File: config.mk
export PLATFORM = sky130hd
export DESIGN_NAME = imm_gen
export DESIGN_NICKNAME = d
export VERILOG_FILES = /design/src/rtl/imm_gen.sv
export SDC_FILE = /design/constraint.sdc
export NUM_CORES = 1
export LEC_CHECK = 0
export BUFFER_PORTS_ARGS = -buffer_cell sky130_fd_sc_hd__buf_4
export CORE_MARGIN = 1
export CORE_UTILIZATION = 42
export DETAILED_ROUTE_END_ITERATION = 16
export PLACE_DENSITY_LB_ADDON = 0.1
export SYNTH_ARGS = -nofsm -noshare
export SYNTH_HDL_FRONTEND = slang
export SYNTH_SLANG_ARGS = --single-unit
export TNS_END_PERCENT = 20
File: constraint.sdc
create_clock -name clk -period 0.9 [get_ports clk]
set_input_delay 0.045 -clock clk [delete_from_list [all_inputs] [get_ports clk]]
set_output_delay 0.045 -clock clk [all_outputs]
set_load 0.005 [all_outputs]
File: src/rtl/imm_gen.sv
// Immediate generator: extracts a 16- or 26-bit field from a datapath word,
// zero/sign-extends it, and registers the result with a valid flag.
module imm_gen #(
  parameter int DATA_W  = 32,
  parameter int SHORT_W = 16,
  parameter int LONG_W  = 26
) (
  input  logic              clk,
  input  logic              rst_n,
  input  logic              en,
  input  logic [DATA_W-1:0] Data,
  input  logic [1:0]        ImmSel,
  output logic [DATA_W-1:0] Immout,
  output logic              Immout_valid
);

  logic [DATA_W-1:0] w_imm;
  logic [DATA_W-1:0] r_imm;
  logic              r_valid;

  // ImmSel[1] picks the field width, ImmSel[0] picks sign extension
  always_comb begin
    w_imm = '0;
    unique case (ImmSel)
      2'b00: w_imm = {{(DATA_W-SHORT_W){1'b0}},
                      Data[SHORT_W-1:0]};
      2'b01: w_imm = {{(DATA_W-SHORT_W){Data[SHORT_W-1]}},
                      Data[SHORT_W-1:0]};
      2'b10: w_imm = {{(DATA_W-LONG_W){1'b0}},
                      Data[LONG_W-1:0]};
      2'b11: w_imm = {{(DATA_W-LONG_W){Data[LONG_W-1]}},
                      Data[LONG_W-1:0]};
    endcase
  end

  always_ff @(posedge clk or negedge rst_n) begin
    if (!rst_n) begin
      r_imm   <= '0;
      r_valid <= 1'b0;
    end else begin
      r_valid <= en;
      if (en) r_imm <= w_imm;
    end
  end

  assign Immout       = r_imm;
  assign Immout_valid = r_valid;

endmodule

# Yosys cells after proc, flatten, opt, wreduce, memory -nomap -nowiden
# Cells that the tools add are included.
word_totals:
  regBits: 33
  wordCells: 7
  inputBits: 37
  output_inout_bits: 33
op_classes:
  eq_ne: 3
  muxes: 1
  n_reduce_logical: 1
op_table:
  columns: ["op", "n"]
  rows:
  - ["one-hot mux 32 bit (4 select lines)", 1]
  - ["== test 2 bit (second input constant)", 2]
  - ["== test 2 x 1 -> 1 bit (second input constant)", 1]
  - ["logical NOT 2 bit", 1]

# Longest topological paths before layout
depth:
  ltp_word: 2
  mapped_depth: 4
  ltp_nobuf: 2

# Worst setup path after synthesis
# Ideal clock, no wire load.
synth_path:
  kind: "reg-to-reg"
  start: "reg, netlist name Immout[0]"
  end: "reg r_imm[0], in the netlist Immout[0]"
  path_buffers: 0
  path_slack_ns: 0.163
  required_ns: 0.775
  setup_ns: 0.125
  stages_incl_launch_ff: 2
  period_less_slack_ns: 0.737
  arrival_ns: 0.612
  path_cell_list: "dfrtp_1 -> mux2_2"
synth_rtl:
  columns: ["element", "line", "rtl"]
  rows:
  - ["to (signal assigned)", "42", "if (en) r_imm <= w_imm;"]
  - ["to (decl)", "18", "logic [DATA_W-1:0] r_imm;"]

==> out/qor.csv <==
metric,value,unit
synth.yosys.warnings,0,
antenna_cells,0,
ys_seq_area_share,61.34,%
finClkSkew,0,ps
synth_top_area_share,61.34,%
yosysTopAreaCell,dfrtp_1,
worstPathRequired,850,ps
worst-path-max-fanout,7,
cts_buffers,3,
slew_headroom,76.96,%
cp_cell_sequence,buf_4,
min_path_type,primary input to flip-flop,
synth-compound-area-share,6.024,%
clk_path_buf_depth,2,
dp_slack,78.22,ps
synthTopCellsByArea,"dfrtp_1 (61%), mux2_2 (16%), a31oi_1 (5.5%), buf_4 (4.6%), nand2_1 (3.6%)",
clock_sinks,28,
grt_pass1_wl,4195,um
setup_viol,22,
leakage,0.9655,nW
fin_crit_sh,109.5,%
ios,70,
status,"complete, but fails checks",
yosysMostFrequentCell,dfrtp_1,
worstPathBufferInverterCount,1,
initial_core_util,45.29,%
die_h,54.15,um
cp-end-kind,primary output,
cts_tree,done,
grt_max_degree,29,
fmax,1015,MHz
wirelength,2683,um
firstDrtPassIters,4,
place.port_buffers,63,
synth_fp_nets,126,
areaGrowthSynthToFinish,77.11,%
ant_nets,0,
synth_area_per_cell,12.84,sq um
nets,214,
power_density,1489,nW/um^2
final_core_util,80.21,%
gr-total-overflow,0,
cts.htree.levels,1,
final_layout_size_suffix_gt1_share,49.43,%
period_needed,985.3,ps
final.setup.worst_slack,-85.33,ps
crit_family,flip-flops,
synth_common_cells,"dfrtp_1 (28), mux2_2 (16), nand2_1 (11)",
violations,setup timing,
coreArea,2522,sq um
synth_flop_cell,dfrtp_1,
vias,968,
dpl_cell_area,1588,sq um
finalHoldViolations,0,
critPathArrivalTime,940,ps
final_area,2023,sq um
insertion_delay,320,ps
num_rows,18,
fin_tns_setup,-605.8,ps
grt_antenna_before_repair,0,
syn_inst,89,
vias_per_cell,4.699,
die_w,54.15,um
layoutNonFillerInstCount,206,
clkSlewWorstSetupHoldPaths,150,ps
track_usage,20.40,%
synthAdderAreaFrac,0,%
yosysUniqueCellTypes,12,
muxShareOfSynthArea,16.65,%
worst_slew_pin_slew,345.5,ps
drv_cap,0,
grt_pass1_vias,1015,
placedCellCount,174,
cts-root-buf,clkbuf_4,
gp_congestion,0.6254,
slowest_delay,470,ps
synth_top_family_by_area,multiplexers,
rsz0062_at_grt,true,
drc,0,
synth.cell_area,1142,sq um
async_reset_ff_share,100.0,%
crit_path_top_delay_cell,dfrtp_2,
drt_iter0_markers,11,
synth_edf_count,0,
ys_ff_latch,28,
fp.dieArea,2932,sq um
peakVddDrop,1176,uV
synthSimpleGateAreaFrac,8.653,%
start_kind,flip-flop,
synthXorXnorAreaFrac,0,%
wl_per_cell,13.02,um
drv_slew,0,
criticalPathCategory,flip-flop to primary output,
metal layers:
layer	global-route usage, %	part of all wire, %	vias up
li1	-	-	473
met1	21.68	41	454
met2	38.82	53	39
met3	3.107	5.1	2
met4	8.974	0.52	0
met5	0	0	-
sequential cells by signal (all words and copies together), names as in the netlist:
name,flops
Immout_valid,1
Immout,27
cells in the final DEF, fill, tap and decap left out, drive strengths merged:
master and count:
buf 65, inv 1, o22ai 1, clkbuf 3, a31oi 10, nand3b 1, dfrtp 28, bufinv 1
nor2 10, mux2i 1, mux2 16, nand2 11, dlygate4sd3 28
final cells by class:
type                       count  area (sq um)
multi-input combinational     50         357.8
fill                         145         499.2
tap                           30         37.54
inverter                       1         3.754
sequential                    28         701.9
clock inverter                 1         30.03
clock buffer                   3         22.52
timing repair buffer          93         869.6
worst paths after layout:
kind                            startpoint          to  slack [ps]  depth (start not counted)
worst max-delay path            Immout[30]  Immout[31]         -90                          1
worst min-delay path             ImmSel[1]  Immout[25]          40                          3
worst max register to register  Immout[10]  Immout[10]         110                          1
max in group asynchronous            rst_n  Immout[30]         460                          2
worst min register to register  Immout[13]  Immout[13]         550                          1
min in group asynchronous            rst_n   Immout[0]         160                          2
cell families after synthesis:
family          after synthesis
buf+inv                      11
compound gates               11
simple gates                 22
mux                          17
flops                        28
per-stage QoR:
step | total power, mW | hold WS, ps
after floorplan | 1.691 | -250.6
final | 3.012 | 36.43
after global placement | 2.020 | -23.30
after global routing | 3.155 | 34.41
after detailed placement | 2.039 | -21.18
after CTS | 3.041 | 26.60
power breakdown:
part	switching, mW	leakage (nW)	internal, mW
clock	0.359	0.0279	0.450
sequential	0.0911	0.327	1.38
combinational	0.222	0.611	0.506
what timing repair did:
| item | CTS | global route |
|---|---|---|
| gates cloned | 0 | 0 |
| resized for setup | 28 | 0 |
| setup endpoints to repair | 33 | 33 |
| hold buffers | 28 | 0 |
| buffers inserted | 0 | 0 |
| pin swaps | 0 | 0 |
| endpoints found under the hold margin | 55 | 0 |
No activity file was read; power rests on OpenSTA's default activity.
